--- src/rtl/alu_pkg.sv ---
// Shared CompALU definitions: funct codes, instruction field positions,
// expected-result tuple layout and the sequencer FSM encoding.
package alu_pkg;

    localparam int unsigned INSTR_W = 32;
    localparam int unsigned RES_W   = 32;
    localparam int unsigned EXP_W   = RES_W + 2;

    // R-type funct codes understood by CompALU
    localparam logic [5:0] FUNCT_ADD = 6'd27;
    localparam logic [5:0] FUNCT_SUB = 6'd28;
    localparam logic [5:0] FUNCT_SRL = 6'd29;
    localparam logic [5:0] FUNCT_SLL = 6'd30;
    localparam logic [5:0] FUNCT_XOR = 6'd31;
    localparam logic [5:0] FUNCT_AND = 6'd32;

    // Instruction field bit positions
    localparam int unsigned OP_MSB    = 31;
    localparam int unsigned OP_LSB    = 26;
    localparam int unsigned RS_MSB    = 25;
    localparam int unsigned RS_LSB    = 21;
    localparam int unsigned RT_MSB    = 20;
    localparam int unsigned RT_LSB    = 16;
    localparam int unsigned RD_MSB    = 15;
    localparam int unsigned RD_LSB    = 11;
    localparam int unsigned SHAMT_MSB = 10;
    localparam int unsigned SHAMT_LSB = 6;
    localparam int unsigned FUNCT_MSB = 5;
    localparam int unsigned FUNCT_LSB = 0;

    typedef struct packed {
        logic [RES_W-1:0] result;
        logic             zero;
        logic             carry;
    } exp_t;

    typedef struct packed {
        logic [INSTR_W-1:0] instr;
        exp_t               expv;
    } entry_t;

    typedef enum logic [2:0] {
        S_IDLE  = 3'd0,
        S_ISSUE = 3'd1,
        S_WAIT  = 3'd2,
        S_CHECK = 3'd3,
        S_DONE  = 3'd4
    } state_t;

endpackage

--- src/rtl/alu_instr_sequencer_if.sv ---
// Program-load, ALU and status bundle between the sequencer and its environment.
interface alu_instr_sequencer_if #(
    parameter int unsigned DEPTH = 16
);
    localparam int unsigned AW = $clog2(DEPTH);
    localparam int unsigned LW = AW + 1;

    logic          prog_we;
    logic [AW-1:0] prog_addr;
    logic [31:0]   prog_instr;
    logic [33:0]   prog_exp;
    logic [LW-1:0] prog_len;
    logic          start;

    logic [31:0]   instr;
    logic [31:0]   alu_result;
    logic          alu_zero;
    logic          alu_carry;

    logic          busy;
    logic          done;
    logic [LW-1:0] err_cnt;
    logic [AW-1:0] first_err;
    logic [33:0]   last_obs;

    modport master (
        input  prog_we, prog_addr, prog_instr, prog_exp, prog_len, start,
        input  alu_result, alu_zero, alu_carry,
        output instr, busy, done, err_cnt, first_err, last_obs
    );

    modport slave (
        output prog_we, prog_addr, prog_instr, prog_exp, prog_len, start,
        output alu_result, alu_zero, alu_carry,
        input  instr, busy, done, err_cnt, first_err, last_obs
    );

endinterface

--- src/rtl/seq_prog_mem.sv ---
// Program buffer: DEPTH entries of {instr, expected}, synchronous write,
// combinational read. Deliberately not reset so a reset keeps the program.
module seq_prog_mem
    import alu_pkg::*;
#(
    parameter int unsigned DEPTH = 16,
    localparam int unsigned AW   = $clog2(DEPTH)
) (
    input  logic          clk,
    input  logic          we,
    input  logic [AW-1:0] waddr,
    input  entry_t        wdata,
    input  logic [AW-1:0] raddr,
    output entry_t        rdata_c
);

    entry_t mem [DEPTH];

    always_ff @(posedge clk) begin
        if (we) begin
            mem[waddr] <= wdata;
        end
    end

    assign rdata_c = mem[raddr];

endmodule

--- src/rtl/alu_instr_sequencer.sv ---
// Self-checking instruction issuer for CompALU: plays the program buffer into
// the ALU one entry at a time and scores the results against expectations.
module alu_instr_sequencer
    import alu_pkg::*;
#(
    parameter int unsigned DEPTH = 16,
    parameter int unsigned LAT   = 1
) (
    input  logic                  clk,
    input  logic                  rst_n,
    alu_instr_sequencer_if.master bus
);

    localparam int unsigned AW = $clog2(DEPTH);
    localparam int unsigned LW = AW + 1;
    localparam int unsigned CW = (LAT > 1) ? $clog2(LAT) : 1;

    state_t        state_q, state_d;
    logic [AW-1:0] idx_q, idx_d;
    logic [LW-1:0] len_q, len_d;
    logic [CW-1:0] cnt_q, cnt_d;
    logic [31:0]   instr_q, instr_d;
    logic          busy_q, busy_d;
    logic          done_q, done_d;
    logic [LW-1:0] err_cnt_q, err_cnt_d;
    logic [AW-1:0] first_err_q, first_err_d;
    exp_t          last_obs_q, last_obs_d;

    logic          mem_we_c;
    entry_t        wr_entry_c;
    entry_t        rd_entry_c;
    exp_t          obs_c;
    logic [LW-1:0] len_clamped_c;

    assign wr_entry_c    = {bus.prog_instr, bus.prog_exp};
    assign obs_c         = {bus.alu_result, bus.alu_zero, bus.alu_carry};
    assign len_clamped_c = (bus.prog_len > LW'(DEPTH)) ? LW'(DEPTH) : bus.prog_len;

    seq_prog_mem #(
        .DEPTH (DEPTH)
    ) u_prog_mem (
        .clk     (clk),
        .we      (mem_we_c),
        .waddr   (bus.prog_addr),
        .wdata   (wr_entry_c),
        .raddr   (idx_q),
        .rdata_c (rd_entry_c)
    );

    // Next-state and registered-output logic
    always_comb begin
        state_d     = state_q;
        idx_d       = idx_q;
        len_d       = len_q;
        cnt_d       = cnt_q;
        instr_d     = instr_q;
        done_d      = done_q;
        err_cnt_d   = err_cnt_q;
        first_err_d = first_err_q;
        last_obs_d  = last_obs_q;
        mem_we_c    = 1'b0;

        unique case (state_q)
            S_IDLE: begin
                instr_d  = '0;
                mem_we_c = bus.prog_we;
                if (bus.start) begin
                    idx_d       = '0;
                    err_cnt_d   = '0;
                    first_err_d = '0;
                    done_d      = 1'b0;
                    if (bus.prog_len == '0) begin
                        state_d = S_DONE;
                    end else begin
                        len_d   = len_clamped_c;
                        state_d = S_ISSUE;
                    end
                end
            end
            S_ISSUE: begin
                instr_d = rd_entry_c.instr;
                cnt_d   = CW'(LAT - 1);
                state_d = S_WAIT;
            end
            S_WAIT: begin
                if (cnt_q == '0) begin
                    state_d = S_CHECK;
                end else begin
                    cnt_d = cnt_q - CW'(1);
                end
            end
            S_CHECK: begin
                last_obs_d = obs_c;
                if (obs_c != rd_entry_c.expv) begin
                    if (err_cnt_q == '0) begin
                        first_err_d = idx_q;
                    end
                    if (err_cnt_q != '1) begin
                        err_cnt_d = err_cnt_q + LW'(1);
                    end
                end
                if ({1'b0, idx_q} == len_q - LW'(1)) begin
                    state_d = S_DONE;
                end else begin
                    idx_d   = idx_q + AW'(1);
                    state_d = S_ISSUE;
                end
            end
            S_DONE: begin
                instr_d = '0;
                done_d  = 1'b1;
                state_d = S_IDLE;
            end
            default: begin
                state_d = S_IDLE;
            end
        endcase

        // busy tracks the state being entered so it is a clean flop output
        busy_d = (state_d == S_ISSUE) || (state_d == S_WAIT) || (state_d == S_CHECK);
    end

    always_ff @(posedge clk or negedge rst_n) begin
        if (!rst_n) begin
            state_q     <= S_IDLE;
            idx_q       <= '0;
            len_q       <= '0;
            cnt_q       <= '0;
            instr_q     <= '0;
            busy_q      <= 1'b0;
            done_q      <= 1'b0;
            err_cnt_q   <= '0;
            first_err_q <= '0;
            last_obs_q  <= '0;
        end else begin
            state_q     <= state_d;
            idx_q       <= idx_d;
            len_q       <= len_d;
            cnt_q       <= cnt_d;
            instr_q     <= instr_d;
            busy_q      <= busy_d;
            done_q      <= done_d;
            err_cnt_q   <= err_cnt_d;
            first_err_q <= first_err_d;
            last_obs_q  <= last_obs_d;
        end
    end

    assign bus.instr     = instr_q;
    assign bus.busy      = busy_q;
    assign bus.done      = done_q;
    assign bus.err_cnt   = err_cnt_q;
    assign bus.first_err = first_err_q;
    assign bus.last_obs  = last_obs_q;

endmodule

--- src/flat_wrapper.sv ---
// flat-port wrapper written by rule: the top's interface ports become plain ports
module alu_instr_sequencer_flat import alu_pkg::*;
#(
    parameter int unsigned DEPTH = 16,
    parameter int unsigned LAT   = 1
)
  (clk, rst_n, bus_prog_we, bus_prog_addr, bus_prog_instr, bus_prog_exp, bus_prog_len, bus_start, bus_alu_result, bus_alu_zero, bus_alu_carry, bus_instr, bus_busy, bus_done, bus_err_cnt, bus_first_err, bus_last_obs);
  alu_instr_sequencer_if #(.DEPTH(DEPTH)) bus_i ();
  input  logic clk;
  input  logic rst_n;
  input wire logic [$bits(bus_i.prog_we)-1:0] bus_prog_we;
  input wire logic [$bits(bus_i.prog_addr)-1:0] bus_prog_addr;
  input wire logic [$bits(bus_i.prog_instr)-1:0] bus_prog_instr;
  input wire logic [$bits(bus_i.prog_exp)-1:0] bus_prog_exp;
  input wire logic [$bits(bus_i.prog_len)-1:0] bus_prog_len;
  input wire logic [$bits(bus_i.start)-1:0] bus_start;
  input wire logic [$bits(bus_i.alu_result)-1:0] bus_alu_result;
  input wire logic [$bits(bus_i.alu_zero)-1:0] bus_alu_zero;
  input wire logic [$bits(bus_i.alu_carry)-1:0] bus_alu_carry;
  output wire logic [$bits(bus_i.instr)-1:0] bus_instr;
  output wire logic [$bits(bus_i.busy)-1:0] bus_busy;
  output wire logic [$bits(bus_i.done)-1:0] bus_done;
  output wire logic [$bits(bus_i.err_cnt)-1:0] bus_err_cnt;
  output wire logic [$bits(bus_i.first_err)-1:0] bus_first_err;
  output wire logic [$bits(bus_i.last_obs)-1:0] bus_last_obs;
  assign bus_i.prog_we = bus_prog_we;
  assign bus_i.prog_addr = bus_prog_addr;
  assign bus_i.prog_instr = bus_prog_instr;
  assign bus_i.prog_exp = bus_prog_exp;
  assign bus_i.prog_len = bus_prog_len;
  assign bus_i.start = bus_start;
  assign bus_i.alu_result = bus_alu_result;
  assign bus_i.alu_zero = bus_alu_zero;
  assign bus_i.alu_carry = bus_alu_carry;
  assign bus_instr = bus_i.instr;
  assign bus_busy = bus_i.busy;
  assign bus_done = bus_i.done;
  assign bus_err_cnt = bus_i.err_cnt;
  assign bus_first_err = bus_i.first_err;
  assign bus_last_obs = bus_i.last_obs;
  alu_instr_sequencer #(.DEPTH(DEPTH), .LAT(LAT)) u_core (.clk(clk), .rst_n(rst_n), .bus(bus_i));
endmodule
--- config.mk ---
export PLATFORM = sky130hd
export DESIGN_NAME = alu_instr_sequencer_flat
export DESIGN_NICKNAME = d
export VERILOG_FILES = /design/src/rtl/alu_pkg.sv /design/src/rtl/alu_instr_sequencer_if.sv /design/src/rtl/seq_prog_mem.sv /design/src/rtl/alu_instr_sequencer.sv /design/src/flat_wrapper.sv
export SDC_FILE = /design/constraint.sdc
export NUM_CORES = 1
export LEC_CHECK = 0
export ABC_CLOCK_PERIOD_IN_PS = 8100
export CAP_MARGIN = 20
export CORE_MARGIN = 3
export CORE_UTILIZATION = 25
export CTS_CLUSTER_DIAMETER = 30
export DETAILED_ROUTE_END_ITERATION = 6
export SLEW_MARGIN = 20
export SYNTH_ARGS = -nofsm -noshare
export SYNTH_HDL_FRONTEND = slang
export SYNTH_SLANG_ARGS = --single-unit
--- constraint.sdc ---
create_clock -name clk -period 8.1 [get_ports clk]
set_input_delay 0.81 -clock clk [delete_from_list [all_inputs] [get_ports clk]]
set_output_delay 0.81 -clock clk [all_outputs]
set_load 0.1 [all_outputs]
# == After elaboration in Yosys (flattened, before gate mapping) ==
# Memory sizes are Yosys's and may differ from the RTL's.
# Cells that the tools add are included.
# totals
register_bits,90
ramBits,1056
inputBits,113
output_inout_bits,77
word_cells,73
memories,1
# memory_table
name,depth,word_bits,rd,rd_ports_with_merged_regs,write_ports,line_no,text
u_core.u_prog_mem.mem,16,66,1,0,1,seq_prog_mem.sv:17,entry_t mem [DEPTH];
# classes
add_sub_neg,4
n_lt_le_gt_ge,1
n_eq_ne,15
mux,24
n_bitwise,1
n_reduce_logical,15
# ops
op,count
one-hot mux 32 bit (2 select lines),1
inequality test 34 bit,1
2-to-1 mux 5 bit,4
2-to-1 mux 4 bit,4
one-hot mux 4 bit (2 select lines),2
"== test 3 x 2 -> 1 bit, second input constant",4
2-to-1 mux 3 bit,4
one-hot mux 3 bit (4 select lines),1
logical NOT 5 bit,2
one-hot mux 5 bit (2 select lines),1
AND reduction 4 bit,2
nonzero test 2 bit,4
"== test 3 x 1 -> 1 bit, second input constant",2
"inequality test 2 x 1 -> 1 bit, second input constant",3
AND reduction 3 bit,2
"adder 5 x 1 -> 5 bit, second input constant",1
== test 4 x 5 -> 1 bit,1
"greater-than comparator 5 bit, second input constant",1
2-to-1 mux 1 bit,5
"inequality test 5 bit, second input constant",1
"subtractor 5 x 1 -> 5 bit, second input constant",1
"adder 4 x 1 -> 4 bit, second input constant",1
"inequality test 2 bit, second input constant",2
one-hot mux 1 bit (2 select lines),2
other kinds (7),8

# == Logic depth before layout (Yosys ltp) ==
# depth
word_depth,7
depth_mapped,14

# == By module ==
# From an unflattened synthesis, not the netlist that was laid out.
# unflattened
hier_cells,2021
hier_area_um2,43465.4
# by_module_without_submodules
module,instances,cells_each,area_per_inst_um2
seq_prog_mem,1,1632,39477.9
alu_instr_sequencer,1,389,3987.6

# == Worst setup path after synthesis ==
# Ideal clock, no wire load.
# synth_timing
kind,input port to flip-flop
start,input bus_prog_we
end,memory u_core.u_prog_mem.mem[0][0] (netlist bit) (enable)
setup_ps,572
arrival_ps,5944
required_ps,7528
setup_slack_ps,1584
stages,4
cell_sequence,nor4b_1 nor2b_1 nand2b_1 nor3_1
# synth_via
elab_chain_cells,3
# synth_rtl
element,line_no,text
start: declaration,flat_wrapper.sv:11,input wire logic [$bits(bus_i.prog_we)-1:0] bus_prog_we;
2-to-1 mux 1 bit,alu_instr_sequencer.sv:63,unique case (state_q)
2-to-1 mux 1 bit,seq_prog_mem.sv:20,if (we) begin
2-to-1 mux 1 bit (implied by the code),seq_prog_mem.sv:21,mem[waddr] <= wdata;
end: declaration,seq_prog_mem.sv:17,
# Every way passes these cells.

# == Final worst setup path ==
# layout_timing
start,register u_core.idx_q[0]
end,register u_core.first_err_q[3] (netlist: u_core.bus.first_err[3])
# layout_via
elab_chain_cells,4
# layout_rtl
element,line_no,text
start: declaration,alu_instr_sequencer.sv:19,"logic [AW-1:0] idx_q, idx_d;"
start signal: assignment,alu_instr_sequencer.sv:137,idx_q <= idx_d;
memory (16 x 66 bit),--,
inequality test 34 bit,alu_instr_sequencer.sv:94,if (obs_c != rd_entry_c.expv) begin
inequality test 2 x 1 -> 1 bit (no line),--,
AND reduction 4 bit (no line),--,
end signal: assignment,alu_instr_sequencer.sv:144,first_err_q <= first_err_d;
end: declaration,alu_instr_sequencer.sv:26,"logic [AW-1:0] first_err_q, first_err_d;"
# Every way passes these cells.
# A chain may end at the register's enable or synchronous reset.

==> results.toml <==
[sta]
setup_ws_ns = 3.500
worst_pin_slew_ns = 1.185
hold_violations = 0
min_period_over_period = 0.5679
rsz0062_at_grt = "false"
min_period_ns = 4.600
skew_ns = 0.07089
finalSetupViolations = 0
slew-limit-headroom = 0.2078
tns_ns = 0
drv_slew = 0
max_clock_freq_mhz = 217.4

[yosys]
synth_top_area_frac = 0.7145
synth_commonest_cells = "edfxtp_1 (1056), mux4_2 (280), dfrtp_1 (89)"
yosys.cell_types.count = 63
ys_top_cells_by_area = "edfxtp_1 (71%), mux4_2 (14%), dfrtp_1 (5.0%), mux2i_1 (1.9%), mux2_2 (0.94%)"
synth.yosys.seq_area_share = 0.7647
synth_area_per_cell_um2 = 21.96
yosysMostFrequentCell = "edfxtp_1"
yosysTopAreaCell = "edfxtp_1"
syn-cell-area_mm2 = 0.04438
synth_warnings = 0
synth_ff_type = "edfxtp_1"
syn_inst = 2021
synth_edf_count = 1056
syn_nets = 2139
async_flop_share = 0.07773
ys_ff_latch = 1145

[power_and_ir_drop]
pwr-share-comb = 0.237
clkPwrFrac = 0.450
powerDensity_mw_per_mm2 = 392.1
p_sw_w = 0.006876
swShare = 0.3032
fin_total_pwr_w = 0.02268
p_int_w = 0.01580
vdd_drop_max_v = 0.0003509
pwr-share-seq = 0.313
p_leak_nw = 18.96

[placed_design]
dp_hpwl_um = 67170
dp_cells = 4497
place_ws_ns = 3.412
portBuffers = 189
dpl_cell_area_mm2 = 0.04915
gp_congestion = 0.7315

[detailed_routing]
vias = 21870
finalWirelength_um = 117700
routedWlPerCell_um = 23.74
drc = 0
drt_iter0_drc = 1811
drtAntennaViolNets = 0
first_pass_iters = 5
viasPerCell = 4.411

[floorplan]
die_w_um = 427.3
core_mm2 = 0.1763
rows = 154
die_y_um = 427.3
ios = 190
start_util = 0.2517
die_area_mm2 = 0.1826

[clock_network]
hold_buffers = 1
ctsLongestPathBuffers = 3
h-tree-depth = 4
cts_tree = "done"
cts-root-buf = "clkbuf_16"
cts_buffers = 240
post_cts_buffers = 0
numClockSinks = 1145
clk_pin_slew_ns = 0.05
cts-resized-gates = 0
insertion_delay_ns = 0.82

[worst_setup_path]
crit_chain = "buf_4 -> mux4_2 -> nor2_1 -> o22ai_1 -> xor2_1 -> a2111oi_0 -> and4_1 -> and3_1 -> o21ai_1"
path_buf_inv = 1
r2r_slack_ns = 3.50
startpoint_type = "flop"
cp.arrival_ns = 5.29
required_ns = 8.79
crit_path_top_delay_cell = "dfrtp_4"
critPathMaxFanout = 53
worstSetupPathType = "flop to flop"
critical_path.max_stage_delay_ns = 0.94
cp-end-kind = "flop"
cp_top_family = "simple AND/OR/NAND/NOR gates"

[grt]
grt_pass1_wl_um = 168400
overflow = 0
grt_pass1_vias = 23200
antenna_found_initial = 35
grt_util_all_layers = 0.1290
grt_max_degree = 122

[finish]
drive_gt1_frac = 0.3124
area_growth_pct = 30.32
finalInstanceArea_mm2 = 0.05784
fin_cells = 4959
final_nets = 2518

[job]
drv_cap = 0

[run_status]
outcome = "finished clean"

[worst_hold_path]
hold_path_class = "flop to flop"
power groups by stage:
| stage | Clock (W) | Sequential, W | Combinational [W] |
|---|---|---|---|
| floorplan | 0 | 0.00820 | 0.00298 |
| global placement | 0 | 0.00721 | 0.00547 |
| detailed placement | 0 | 0.00722 | 0.00548 |
| CTS | 0.0104 | 0.00712 | 0.00550 |
| global route | 0.0107 | 0.00714 | 0.00574 |
| finish | 0.0102 | 0.00710 | 0.00538 |
path summary, 6_finish.rpt:
check                                          start                      end  cells past startpoint
worst max-delay path                 u_core.idx_q[0]  u_core.bus.first_err[3]                      9
worst max register to register       u_core.idx_q[0]  u_core.bus.first_err[3]                      9
worst min register to register  u_core.bus.instr[21]     u_core.bus.instr[21]                      2
worst min-delay path            u_core.bus.instr[21]     u_core.bus.instr[21]                      2
max in group asynchronous                      rst_n     u_core.bus.instr[11]                      4
min in group asynchronous                      rst_n  u_core.bus.last_obs[23]                      2
kinds of logic (layout without fill, tap and decap cells):
| kind of cell | Yosys count | in the layout | share of synthesized area |
|---|---|---|---|
| XOR/XNOR | 42 | 42 | 0.008289 |
| AND/OR/NAND/NOR | 175 | 175 | 0.01999 |
| other | 0 | 4 | 0 |
| AO/OA/AOI/OAI | 102 | 102 | 0.01570 |
| multiplexers | 408 | 408 | 0.1739 |
| buffers and inverters | 144 | 738 | 0.01599 |
| flip-flops | 1145 | 1145 | 0.7647 |
| adder cells (fa/ha/maj) | 5 | 5 | 0.001410 |
worst register-to-register path: cells and delay by family, from the launching register on:
kind / cells / cell delay (ns)
AOI/OAI and AO/OA: 3 / 0.71
xor gates and xnor gates: 1 / 0.19
buffers and inverters: 1 / 0.89
DFF: 1 / 0.94
muxes: 1 / 0.65
and+or+nand+nor: 3 / 1.10
placed cells by master, fill, tap and decap left out, types with 8 or more instances in the layout:
master	count
buf_4	53
bufinv_16	45
clkbuf_1	18
clkbuf_16	241
clkdlybuf4s50_1	177
clkinv_1	29
clkinv_2	30
clkinv_4	22
clkinvlp_4	43
dfrtp_1	85
edfxtp_1	1056
inv_1	43
inv_6	15
mux2_2	37
mux2i_1	83
mux4_2	280
nand2_1	58
nand2b_1	12
nand3_1	12
nand3b_1	8
nor2_1	17
nor2_4	12
nor2b_1	8
o21ai_0	39
xnor2_1	24
xor2_1	18
routing by layer:
layer	track usage	vias to the layer above	routed length, µm
met1	0.1569	11610	46690
met2	0.2189	737	59850
met3	0.03587	231	7422
li1	-	9281	-
met5	0	-	100
met4	0.04553	14	3651
stage by stage:
stage,util,hold WS (ns)
finish,0.3280,0.4763
global route,0.3280,0.4687
CTS,0.3280,0.4326
detailed placement,0.2788,0.4700
global placement,0.2787,0.4703
floorplan,-,0.4623
sequential cells by signal, indices dropped and copies added (netlist names):
name / flops
u_core.bus.done: 1
u_core.bus.last_obs: 34
u_core.bus.err_cnt: 5
u_core.state_q: 3
u_core.bus.busy: 1
u_core.u_prog_mem.mem: 1056
u_core.idx_q: 4
u_core.len_q: 5
u_core.bus.instr: 32
u_core.bus.first_err: 4
area by class of cell:
cell class                 instances  area [µm²]
sequential                      1145       33950
multi-input combinational        732        9852
tap                             2340        2928
timing repair buffer             236        2256
fill                           16610      118500
clock buffer                     263        6153
antenna                            4       10.01
inverter                          45       171.4
clock inverter                   194        2514
Note: power is estimated with default switching activity, not from simulation.
